<file path="config.mk">
export PLATFORM = sky130hd
export DESIGN_NAME = mem_stage
export DESIGN_NICKNAME = d
export VERILOG_FILES = /design/src/rtl/mem_stage.sv
export SDC_FILE = /design/constraint.sdc
export NUM_CORES = 1
export LEC_CHECK = 0
export ABC_CLOCK_PERIOD_IN_PS = 2330
export BUFFER_PORTS_ARGS = -buffer_cell sky130_fd_sc_hd__buf_4
export CAP_MARGIN = 20
export CELL_PAD_IN_SITES_DETAIL_PLACEMENT = 0
export CELL_PAD_IN_SITES_GLOBAL_PLACEMENT = 2
export CORE_MARGIN = 2
export CORE_UTILIZATION = 27
export CTS_CLUSTER_SIZE = 24
export DETAILED_ROUTE_END_ITERATION = 7
export PLACE_DENSITY = 0.79
export SYNTH_ARGS = -nofsm -noshare
export SYNTH_HDL_FRONTEND = slang
export SYNTH_SLANG_ARGS = --single-unit
</file>
<file path="constraint.sdc">
create_clock -name i_clk -period 2.33 [get_ports i_clk]
set_input_delay 0.1165 -clock i_clk [delete_from_list [all_inputs] [get_ports i_clk]]
set_output_delay 0.1165 -clock i_clk [all_outputs]
set_load 0.01 [all_outputs]
</file>
<file path="src/rtl/mem_stage.sv">
// Memory-access pipeline stage: one outstanding req/ack bus transaction per op,
// single-cycle write-back for loads and pass-through ops, sticky bus timeout flag.
module mem_stage #(
  parameter int unsigned DATA_W  = 16,
  parameter int unsigned REG_W   = 3,
  parameter int unsigned TIMEOUT = 64
) (
  input  logic              i_clk,
  input  logic              i_rst,
  input  logic              i_valid,
  output logic              o_ready,
  input  logic [DATA_W-1:0] i_addr,
  input  logic [DATA_W-1:0] i_data,
  input  logic              i_c_load,
  input  logic              i_c_store,
  input  logic              i_c_wb,
  input  logic [REG_W-1:0]  i_wb_sel,
  output logic              o_mem_req,
  output logic              o_mem_we,
  output logic [DATA_W-1:0] o_mem_addr,
  output logic [DATA_W-1:0] o_mem_data,
  input  logic              i_mem_ack,
  input  logic [DATA_W-1:0] i_mem_data,
  output logic              o_wb_valid,
  output logic [REG_W-1:0]  o_wb_sel,
  output logic [DATA_W-1:0] o_wb_data,
  output logic              o_bus_err
);

  localparam int unsigned     CntW    = (TIMEOUT > 1) ? $clog2(TIMEOUT) : 1;
  localparam logic [CntW-1:0] CntLast = CntW'((TIMEOUT > 0) ? TIMEOUT - 1 : 0);

  typedef enum logic [0:0] {StIdle, StReq} state_e;

  state_e           state_q;
  logic [CntW-1:0]  cnt_q;
  logic [REG_W-1:0] req_sel_q;
  logic             req_wb_q;

  logic accept;
  logic is_mem;
  logic timed_out;

  // Ready and req are pure state decodes so an async reset drops req at once.
  assign o_ready   = (state_q == StIdle);
  assign o_mem_req = (state_q == StReq);
  assign accept    = i_valid & o_ready;
  assign is_mem    = i_c_load | i_c_store;
  assign timed_out = (TIMEOUT != 0) && (cnt_q == CntLast);

  always_ff @(posedge i_clk or posedge i_rst) begin
    if (i_rst) begin
      state_q    <= StIdle;
      cnt_q      <= '0;
      req_sel_q  <= '0;
      req_wb_q   <= 1'b0;
      o_mem_we   <= 1'b0;
      o_mem_addr <= '0;
      o_mem_data <= '0;
      o_wb_valid <= 1'b0;
      o_wb_sel   <= '0;
      o_wb_data  <= '0;
      o_bus_err  <= 1'b0;
    end else begin
      o_wb_valid <= 1'b0;
      unique case (state_q)
        StIdle: begin
          if (accept) begin
            if (is_mem) begin
              state_q    <= StReq;
              cnt_q      <= '0;
              o_mem_we   <= i_c_store;
              o_mem_addr <= i_addr;
              o_mem_data <= i_data;
              req_sel_q  <= i_wb_sel;
              // Store wins over load, so a store never writes back.
              req_wb_q   <= i_c_wb & ~i_c_store;
            end else if (i_c_wb) begin
              o_wb_valid <= 1'b1;
              o_wb_sel   <= i_wb_sel;
              o_wb_data  <= i_addr;
            end
          end
        end
        StReq: begin
          if (i_mem_ack) begin
            state_q <= StIdle;
            if (req_wb_q) begin
              o_wb_valid <= 1'b1;
              o_wb_sel   <= req_sel_q;
              o_wb_data  <= i_mem_data;
            end
          end else if (timed_out) begin
            state_q   <= StIdle;
            o_bus_err <= 1'b1;
          end else begin
            cnt_q <= cnt_q + 1'b1;
          end
        end
        default: state_q <= StIdle;
      endcase
    end
  end

endmodule

</file>
After elaboration in Yosys (flattened, before gate mapping). Index checks and enable logic that the tools add are counted.

Output and inout bits: 56. Memories kept: 0. Input port bits: 58. Latch bits: 0. Memory bits (read-only): 0. Logic and storage cells: 59. RAM bits: 0. Bits in registers: 65.

Add/sub/neg operators: 1. Magnitude comparators: 0. Multiplexer cells: 28. Bitwise logic cells: 6. $mul: 0. Shift operators: 0. Equality and inequality tests: 9. Reductions and logical operators: 4. Divide/modulo/power cells: 0.

Operators by type and width (count): 16-bit 2-to-1 mux (5); 16-bit one-hot mux with 2 select lines (1); 6-bit 2-to-1 mux (4); 3-bit 2-to-1 mux (5); 6-bit one-hot mux with 2 select lines (1); 1-bit 2-to-1 mux (9); 2-bit by 1-bit != test with 1-bit output (second input constant) (4); 2-bit != test (second input constant) (4); 6-bit by 1-bit adder with 6-bit output (second input constant) (1); 6-bit equality test (second input constant) (1); 3-bit one-hot mux with 2 select lines (1); 3-bit AND reduction (2); 5-bit AND reduction (1); 1-bit one-hot mux with 2 select lines (2); 4-bit AND reduction (1); 1-bit inverter (3); 1-bit bitwise AND (2); 1-bit bitwise OR (1).

Longest topological paths before layout. Gate-level depths: netlist of run 1.

Depth in word-level cells: 4. Depth in mapped cells: 6. Gate-level depth less buffers: 5.

Least setup slack after synthesis of run 1. Ideal clock, no wire load.

Kind: reg-to-reg. Start: register state_q (netlist: o_mem_req). End: register o_wb_data[10]. Period minus slack after synthesis: 1400 ps. Slack: 930 ps. Setup time: 123 ps. Arrival time: 1277 ps. Buffers on the path: 3. Stages on the path, launching flop included: 7. Data required time: 2207 ps. Cell sequence: dfrtp_1 buf_6 nand2b_4 o31ai_4 buf_4 buf_6 a21oi_1.

Word-level cells in the longest chain between the ends: 4. Elaborated cells on any way between the ends: 9. Classes of those cells: eq/ne: 5; mux: 1; bitwise: 2; reduce/logical: 1.

Ends and longest elaborated chain: start, declared (line 35) `state_e state_q;`; start signal, assigned (line 53) `state_q <= StIdle;`; start signal, assigned (line 70) `state_q <= StReq;`; start signal, assigned (line 87) `state_q <= StIdle;`; 1-bit inverter (no source line); 1-bit bitwise AND (line 47) `assign accept = i_valid & o_ready;`; 2-bit by 1-bit != test with 1-bit output (no source line); 5-bit AND reduction (no source line); end signal, assigned (line 81) `o_wb_data <= i_addr;`; end signal, assigned (line 91) `o_wb_data <= i_mem_data;`; end, declared (line 26) `output logic [DATA_W-1:0] o_wb_data,`.

Several ways; a longest one is shown, not always the timed one. A chain may end at the register's enable or synchronous reset.

Worst setup path in the final report of run 1.
Start: register state_q (netlist: o_mem_req). End: register cnt_q[4].

Word-level cells in the longest chain between the ends: 4. Elaborated cells on any way between the ends: 8. Classes of those cells: eq/ne: 4; mux: 1; bitwise: 2; reduce/logical: 1.

Ends and longest elaborated chain: 1-bit inverter (no source line); 1-bit bitwise AND (line 47); 2-bit by 1-bit != test with 1-bit output (no source line); 4-bit AND reduction (no source line); end signal, assigned (line 97) `cnt_q <= cnt_q + 1'b1;`; end, declared (line 36) `logic [CntW-1:0] cnt_q;`.

Several ways; a longest one is shown, not always the timed one.

==> impl_metrics.env, run 1 <==
export IMPL_status="finished, final reports clean"
export IMPL_rows=36
export IMPL_critPathArrivalTime_ps=1960
export IMPL_synth_distinct_cells=24
export IMPL_postCtsSetupBuffers=0
export IMPL_finClkSkew_ps=10.02
export IMPL_chipWidth_um=104.3
export IMPL_power_density_nw_per_um2=972.3
export IMPL_hold_end="o_mem_we"
export IMPL_power_mw=4.229
export IMPL_routed_wl_um=7368
export IMPL_ys_top_cells_by_area="dfrtp_1, nand2_1, mux2i_1"
export IMPL_synthesis_area_um2=2716
export IMPL_grtUsageTotal_pct=13.80
export IMPL_netSwitchingPower_mw=1.273
export IMPL_start_util_pct=27.79
export IMPL_setup_tns_ps=0
export IMPL_setup_violations=0
export IMPL_drtIter0Drc=52
export IMPL_vdd_drop_max_mv=0.3941
export IMPL_grt_overflow_total=0
export IMPL_seq_area_um2=1627
export IMPL_r2r_slack_ps=620
export IMPL_hpwl_um=4886
export IMPL_drt_first_pass_iters=4
export IMPL_crit_required_ps=2580
export IMPL_grt_first_pass_wirelength_um=12130
export IMPL_placed_cell_area_um2=3724
export IMPL_coreArea_um2=9774
export IMPL_yosysWarnings=0
export IMPL_grt_pass1_vias=2508
export IMPL_worstSkewPairLatency_ps=340
export IMPL_final_area_um2=4349
export IMPL_routed_via_density=4.249
export IMPL_final_max_slew_violation_count=0
export IMPL_n_fill_cell=964
export IMPL_synth_commonest_cells="nand2_1, dfrtp_1, nor2_1"
export IMPL_synth_edff_count=0
export IMPL_timing_final_ws_setup_ps=618.5
export IMPL_start_kind="flip-flop"
export IMPL_die_y_um=104.3
export IMPL_place_congestion=0.7308
export IMPL_synth_most_common_cell="nand2_1"
export IMPL_fmax_ghz=0.5843
export IMPL_wl_per_cell_um=12.81
export IMPL_p_leak_nw=2.218
export IMPL_intPower_mw=2.956
export IMPL_fin_crit_ps=1712
export IMPL_grt_max_degree=66
export IMPL_combPwrFrac_pct=30.2
export IMPL_r2r_start="o_mem_req"
export IMPL_hold_path_class="in2reg"
export IMPL_rsz0062_at_grt="no"
export IMPL_io_buffers=113
export IMPL_clock_root_buffer="clkbuf_8"
export IMPL_ys_ff_latch=65
export IMPL_antenna_found_initial=0
export IMPL_drive_above_1_share_pct=32.13
export IMPL_whs_path_depth=2
export IMPL_clk_pin_slew_ps=70
export IMPL_synth_top_cell_by_area="dfrtp_1"
export IMPL_dpl_worst_slack_ps=623.8
export IMPL_max_cap_viol_count=0
export IMPL_synth_top_cell_area_share_pct=59.88
export IMPL_cts_buffer_depth=2
export IMPL_cts_made_buffers=9
export IMPL_relSlewSlack_pct=42.19
export IMPL_hold_violations=0
export IMPL_end_kind="flip-flop"
export IMPL_worst_hold_startpoint="i_c_store"
export IMPL_n_antenna_cell=0
export IMPL_syn_nets=343
export IMPL_multi_input_area_um2=1006
export IMPL_ys_flop_type="dfrtp_1"
export IMPL_avgSynthCellArea_um2=9.565
export IMPL_h_tree_depth=3
export IMPL_reg2regPathDepth=6
export IMPL_area_delta_synth_final_pct=60.11
export IMPL_dieArea_um2=10880
export IMPL_ant_nets=0
export IMPL_cts_sinks=65
export IMPL_remaining_drc_errors=0
export IMPL_num_vias=2443
export IMPL_cts_tree="built"
export IMPL_rr_endpoint="cnt_q[4]"
export IMPL_syn_instance_count=284
export IMPL_worstMarginPinSlew_ps=863.8
export IMPL_io_pins=114
export IMPL_crit_path_max_fanout=19
export IMPL_clkPwrFrac_pct=30.3
export IMPL_fin_crit_sh_pct=73.46
export IMPL_nets=496
export IMPL_yosysSeqAreaShare_pct=59.88
export IMPL_swShare_pct=30.09
export IMPL_postSynth_asyncResetShare_pct=100.0
export IMPL_crit_type="reg2reg"
export IMPL_p_seq_share_pct=39.5
==> layer usage <==
| layer | vias up | global-route usage [%] | routed length (µm) |
|---|---|---|---|
| li1 | 1222 | - | - |
| met1 | 1142 | 18.10 | 3388 |
| met2 | 75 | 22.08 | 3501 |
| met3 | 4 | 2.882 | 422 |
| met4 | 0 | 5.792 | 55 |
| met5 | - | 0 | 0 |
==> timing repair <==
item | CTS | global route
endpoints found under the hold margin | 100 | 0
hold buffers | 36 | 0
resized for setup | 0 | 0
==> cells by family after synthesis <==
| kind of cell | share of synthesized area [%] |
|---|---|
| compound gates | 7.232 |
| fa+ha+maj | 0.4605 |
| buf+inv | 3.500 |
| flops | 59.88 |
| mux | 7.370 |
| simple gates | 21.56 |
==> power by group through the flow <==
stage / Sequential [mW] / Clock (mW) / Combinational (mW)
2_1_floorplan: 1.80 / 0 / 0.452
3_3_place_gp: 1.68 / 0 / 1.24
3_5_place_dp: 1.69 / 0 / 1.26
4_1_cts: 1.68 / 1.32 / 1.30
5_1_grt: 1.71 / 1.36 / 1.41
6_report: 1.67 / 1.28 / 1.28
==> flip-flops by register name, indices dropped and copies added (netlist names) <==
name / flops
req_sel_q: 3
o_wb_valid: 1
o_wb_data: 16
o_mem_req: 1
o_mem_we: 1
req_wb_q: 1
o_bus_err: 1
o_mem_addr: 16
o_wb_sel: 3
cnt_q: 6
o_mem_data: 16
==> how the worst max path moves through the flow <==
stage	start	to	slack (ps)	depth (start not counted)
floorplan	i_rst	cnt_q[0]	590	1
global placement	o_mem_req	cnt_q[4]	670	6
detailed placement	o_mem_req	cnt_q[2]	620	6
CTS	o_mem_req	cnt_q[4]	600	6
global route	o_mem_req	cnt_q[4]	440	6
finish	o_mem_req	cnt_q[4]	620	6
==> cells in the final DEF, fill, tap and decap left out, types with 2 or more instances in the layout <==
cell type and count:
nor2b_1 2, dlygate4sd3_1 36, buf_4 119, dfrtp_1 65, a21oi_1 22, nand2_1 110, bufinv_16 4, mux2i_1 20
nand2b_1 2, a31oi_1 2, inv_1 2, nor2_1 23, clkbuf_8 9, nand3_1 6, o21ai_0 5
==> layout make-up <==
cell class	count	area share, %
Timing Repair Buffer	156	29.29
Inverter	3	0.2589
Sequential cell	65	37.40
Tap cell	133	3.826
Clock buffer	9	2.848
Clock inverter	7	3.251
Multi-Input combinational cell	202	23.13
==> worst max-delay path, stage by stage, from the launching register on <==
cell and delay (ps):
dfrtp_1 380, buf_4 170, buf_4 240, nor2b_1 190, o21ai_1 250, nand2_1 170, a31oi_1 230
==> metrics by stage <==
stage	hold WS [ps]	instances	util, %
after global routing	61.41	575	44.50
final	53.53	575	44.50
after CTS	31.01	575	44.50
after global placement	234.0	523	38.10
after floorplan	221.9	284	-
after detailed placement	235.3	523	38.10
Power figures use the tool's default switching activity.
==> run 2, diff against run 1 <==
- ABC_CLOCK_PERIOD_IN_PS: 2330 -> 1800
- clock period: 2.33 -> 1.8 ns (I/O delays scaled with it)
==> run 2 against run 1 <==
Net effect:
- utilization fell by 0.14 points
- sequential cell count is the same
- first-iteration DRC count grew 38%
- wire length rose by 0.38%
- clock skew shrank 3.2 ps
- critical endpoint unchanged
- sequential share of layout area increased by 0.12 points
==> impl_metrics.env, run 2 (synthesis results as in run 1) <==
export IMPL_cpMaxStageDelayCell="o21ai_1"
export IMPL_layout_commonest_cell="buf_4"
export IMPL_io_pins=114
export IMPL_grt_overflow_total=0
export IMPL_die_y_um=104.3
export IMPL_fin_crit_ps=1574
export IMPL_clk_pin_slew_ps=70
export IMPL_vdd_drop_max_mv=0.4772
export IMPL_start_kind="flip-flop"
export IMPL_ant_nets=0
export IMPL_n_antenna_cell=0
export IMPL_placed_cell_area_um2=3746
export IMPL_grtUsageTotal_pct=14.30
export IMPL_cts_made_buffers=9
export IMPL_grt_pass1_vias=2575
export IMPL_fmax_ghz=0.6351
export IMPL_cp_cell_sequence="ha_1 > nand3_1 > o21ai_1 > nand2_1 > a31oi_1"
export IMPL_cts_sinks=65
export IMPL_rows=36
export IMPL_grt_max_degree=28
export IMPL_slowest_delay_ps=400
export IMPL_status="finished, final reports clean"
export IMPL_dieArea_um2=10880
export IMPL_power_density_nw_per_um2=1213
export IMPL_routed_via_density=4.312
export IMPL_p_leak_nw=2.219
export IMPL_worstMarginPinSlew_ps=765.1
export IMPL_drt_first_pass_iters=4
export IMPL_area_delta_synth_final_pct=59.60
export IMPL_hpwl_um=5156
export IMPL_hold_violations=0
export IMPL_power_mw=5.258
export IMPL_final_max_slew_violation_count=0
export IMPL_postCtsSetupBuffers=0
export IMPL_crit_family="compound AO/OA/AOI/OAI gates"
export IMPL_drtIter0Drc=72
export IMPL_drive_above_1_share_pct=32.21
export IMPL_io_buffers=113
export IMPL_n_fill_cell=961
export IMPL_start_util_pct=27.79
export IMPL_end_kind="flip-flop"
export IMPL_relSlewSlack_pct=48.80
export IMPL_crit_required_ps=2050
export IMPL_remaining_drc_errors=0
export IMPL_h_tree_depth=3
export IMPL_fin_crit_sh_pct=87.47
export IMPL_crit_path_max_fanout=7
export IMPL_antenna_found_initial=0
export IMPL_hold_path_class="in2reg"
export IMPL_clock_root_buffer="clkbuf_8"
export IMPL_grt_first_pass_wirelength_um=12680
export IMPL_critPathArrivalTime_ps=1820
export IMPL_nets=499
export IMPL_routed_wl_um=7396
export IMPL_num_vias=2488
export IMPL_top_regs="o_mem_addr: 16 flops, o_mem_data: 16 flops, o_wb_data: 16 flops"
export IMPL_final_cell_mix="buf_4, nand2_1, dfrtp_1"
export IMPL_finClkSkew_ps=6.854
export IMPL_setup_violations=0
export IMPL_chipWidth_um=104.3
export IMPL_crit_buf_inv=0
export IMPL_crit_type="reg2reg"
export IMPL_place_congestion=0.7404
export IMPL_final_area_um2=4335
export IMPL_coreArea_um2=9774
export IMPL_cts_buffer_depth=2
export IMPL_worstSkewPairLatency_ps=330
export IMPL_wl_per_cell_um=12.82
export IMPL_setup_tns_ps=0
export IMPL_max_cap_viol_count=0
export IMPL_rsz0062_at_grt="no"
export IMPL_cts_tree="built"
==> run 2: what timing repair did <==
action	in CTS	in global routing
endpoints found under the hold margin	59	0
hold buffers	36	0
resized for setup	0	0
setup endpoints to repair	0	0
==> run 2: final cells by class <==
class	count	area [µm²]	area share [%]
Sequential cell	65	1627	37.52
Tap cell	133	166.4	3.838
Timing Repair Buffer	159	1296	29.90
Clock buffer	13	168.9	3.896
Multi-Input combinational cell	202	1006	23.20
Clock inverter	2	60.06	1.385
Inverter	3	11.26	0.2597
==> run 2: path summary, 6_finish.rpt <==
path                       cells past startpoint             to           from  slack (ps)
setup / recovery                               5       cnt_q[4]       cnt_q[0]         230
hold / removal                                 2       o_mem_we      i_c_store          30
setup reg to reg                               5       cnt_q[4]       cnt_q[0]         230
hold reg to reg                                2  o_mem_addr[4]  o_mem_addr[4]         480
max in group asynchronous                      4  o_mem_data[4]          i_rst         790
min in group asynchronous                      3  o_mem_data[0]          i_rst         380
==> run 2: worst register-to-register path, cell delays in order, from the launching register on <==
cell and delay (ps):
dfrtp_1 380, ha_1 200, nand3_1 140, o21ai_1 400, nand2_1 170, a31oi_1 210
==> run 2: power breakdown <==
part	internal [mW]	switching (mW)	leakage (nW)
Clock	0.888	0.524	0.116
Combinational	0.875	0.796	1.32
Sequential	1.90	0.277	0.788
Total	3.66	1.60	2.22
==> run 2: layer usage <==
metal	vias up	wire length, µm	share of wire, %	GRT usage [%]
met3	9	416	5.6	3.571
met4	0	93	1.3	5.212
met2	71	3595	49	23.58
met5	-	0	0	0
li1	1225	-	-	-
met1	1183	3290	44	18.12
==> run 2: stage by stage <==
step	util [%]	hold slack (ps)	setup slack [ps]	std cells
floorplan	-	195.4	83.55	284
global placement	38.33	202.0	285.2	526
CTS	44.35	11.92	219.0	577
global route	44.35	34.54	20.09	577
finish	44.35	33.55	225.5	577
detailed placement	38.33	198.4	234.6	526
==> run 3, diff against run 2 <==
==> constraint.sdc (replaced) <==
create_clock -name i_clk -period 1.8 [get_ports i_clk]
set_input_delay 0.18 -clock i_clk [delete_from_list [all_inputs] [get_ports i_clk]]
set_output_delay 0.18 -clock i_clk [all_outputs]
set_load 0.01 [all_outputs]
==> run 3 against run 2 <==
Net effect:
- combinational power down 4%
- sequential cell count unchanged
- maximum frequency up 0.33%
==> impl_metrics.env, run 3 (synthesis results as in run 1) <==
export IMPL_status="finished, final reports clean"
export IMPL_nets=463
export IMPL_timing_final_ws_setup_ps=230.7
export IMPL_cts_resized=0
export IMPL_intPower_mw=3.482
export IMPL_grtUsageTotal_pct=13.43
export IMPL_io_pins=114
export IMPL_crit_family="compound AO/OA/AOI/OAI gates"
export IMPL_drive_above_1_share_pct=34.72
export IMPL_cts_made_buffers=9
export IMPL_grt_pass1_vias=2277
export IMPL_p_seq_share_pct=42.8
export IMPL_crit_type="reg2reg"
export IMPL_final_cell_mix="buf_4, nand2_1, dfrtp_1"
export IMPL_coreArea_um2=9774
export IMPL_r2r_start="cnt_q[0]"
export IMPL_hold_violations=0
export IMPL_grt_first_pass_wirelength_um=11740
export IMPL_ant_nets=0
export IMPL_crit_cells=5
export IMPL_n_antenna_cell=0
export IMPL_crit_buf_inv=0
export IMPL_drtIter0Drc=64
export IMPL_r2r_slack_ps=230
export IMPL_dieArea_um2=10880
export IMPL_p_leak_nw=2.062
export IMPL_final_area_um2=3978
export IMPL_crit_path_max_fanout=7
export IMPL_combPwrFrac_pct=31.7
export IMPL_crit_required_ps=2040
export IMPL_dpl_worst_slack_ps=220.5
export IMPL_stdcell_count=542
export IMPL_start_util_pct=27.79
export IMPL_cts_tree="built"
export IMPL_die_y_um=104.3
export IMPL_start_kind="flip-flop"
export IMPL_final_max_slew_violation_count=0
export IMPL_relSlewSlack_pct=66.06
export IMPL_crit_end="cnt_q[4]"
export IMPL_rsz0062_at_grt="no"
export IMPL_routed_via_density=4.251
export IMPL_worstMarginPinSlew_ps=505.7
export IMPL_num_vias=2304
export IMPL_cp_cell_sequence="ha_1 > nand3_1 > o21ai_1 > nand2_1 > a31oi_1"
export IMPL_routed_wl_um=7110
export IMPL_swShare_pct=31.17
export IMPL_critPathArrivalTime_ps=1810
export IMPL_cp_startpoint="cnt_q[0]"
export IMPL_layout_commonest_cell="buf_4"
export IMPL_grt_overflow_total=0
export IMPL_clkPwrFrac_pct=25.5
export IMPL_drt_first_pass_iters=4
export IMPL_setup_tns_ps=0
export IMPL_max_cap_viol_count=0
export IMPL_hpwl_um=5046
export IMPL_worstSkewPairLatency_ps=320
export IMPL_area_delta_synth_final_pct=46.43
export IMPL_finClkSkew_ps=12.16
export IMPL_placed_cell_area_um2=3760
export IMPL_wl_per_cell_um=13.12
export IMPL_rows=36
export IMPL_cts_sinks=65
export IMPL_antenna_found_initial=0
export IMPL_clk_pin_slew_ps=70
export IMPL_clock_root_buffer="clkbuf_8"
export IMPL_reg2regPathDepth=5
export IMPL_cpMaxStageDelayCell="o21ai_1"
export IMPL_power_density_nw_per_um2=1272
export IMPL_fin_crit_sh_pct=87.19
export IMPL_grt_max_degree=66
export IMPL_end_kind="flip-flop"
export IMPL_setup_violations=0
export IMPL_cts_buffer_depth=2
export IMPL_fin_crit_ps=1569
export IMPL_netSwitchingPower_mw=1.577
export IMPL_place_congestion=0.7240
export IMPL_rr_endpoint="cnt_q[4]"
export IMPL_io_buffers=113
export IMPL_dp_cells=525
export IMPL_chipWidth_um=104.3
export IMPL_h_tree_depth=3
export IMPL_top_regs="o_mem_addr: 16 flops, o_mem_data: 16 flops, o_wb_data: 16 flops"
export IMPL_fmax_ghz=0.6372
export IMPL_slowest_delay_ps=450
export IMPL_hold_path_class="in2reg"
export IMPL_remaining_drc_errors=0
export IMPL_vdd_drop_max_mv=0.5953
==> run 3: repair_timing <==
action,4_1_cts,5_1_grt
hold endpoints to repair,65,0
hold buffers,1,0
endpoints found under the setup margin,0,0
setup buffers,0,0
==> run 3: layout make-up <==
type | instances | area, µm²
Multi-Input combinational cell | 202 | 1011
Tap cell | 133 | 166.4
Fill cell | 1001 | 5797
Clock inverter | 2 | 35.03
Timing Repair Buffer | 123 | 950.9
Sequential cell | 65 | 1627
Clock buffer | 14 | 172.7
Inverter | 3 | 15.01
==> run 3: worst min path at each step <==
stage                         start            end  slack (ps)  cells past startpoint
after floorplan           i_addr[0]  o_mem_addr[0]         290                      2
after global placement        i_rst  o_mem_data[1]         310                      3
after detailed placement      i_rst  o_mem_data[1]         310                      3
after CTS                 i_data[2]  o_mem_data[2]          20                      3
after global routing      i_data[2]  o_mem_data[2]          30                      3
final                     i_data[2]  o_mem_data[2]          40                      3
==> run 3: worst min-delay path: stages <==
cell and delay, ps:
buf_4 70, nand2_1 40, nand2_1 40
==> run 3: layer usage <==
| layer | up-vias | routed length [µm] | global-route usage, % |
|---|---|---|---|
| li1 | 1156 | - | - |
| met1 | 1079 | 3284 | 18.10 |
| met2 | 65 | 3390 | 20.77 |
| met3 | 4 | 379 | 3.446 |
| met4 | 0 | 56 | 4.923 |
| met5 | - | 0 | 0 |
==> run 3: metrics by stage <==
| step | hold WS [ps] | power, mW | util, % |
|---|---|---|---|
| 2_1_floorplan | 285.4 | 2.920 | - |
| 3_3_place_gp | 310.1 | 3.800 | 38.26 |
| 3_5_place_dp | 314.9 | 3.832 | 38.47 |
| 4_1_cts | 20.14 | 5.159 | 40.69 |
| 5_1_grt | 30.19 | 5.416 | 40.69 |
| 6_report | 39.73 | 5.060 | 40.69 |
==> run 3: power by group through the flow <==
| stage | Combinational (mW) | Clock [mW] | Sequential, mW |
|---|---|---|---|
| after floorplan | 0.586 | 0 | 2.33 |
| after global placement | 1.61 | 0 | 2.19 |
| after detailed placement | 1.64 | 0 | 2.19 |
| after CTS | 1.64 | 1.34 | 2.17 |
| after global routing | 1.79 | 1.39 | 2.24 |
| final | 1.60 | 1.29 | 2.17 |
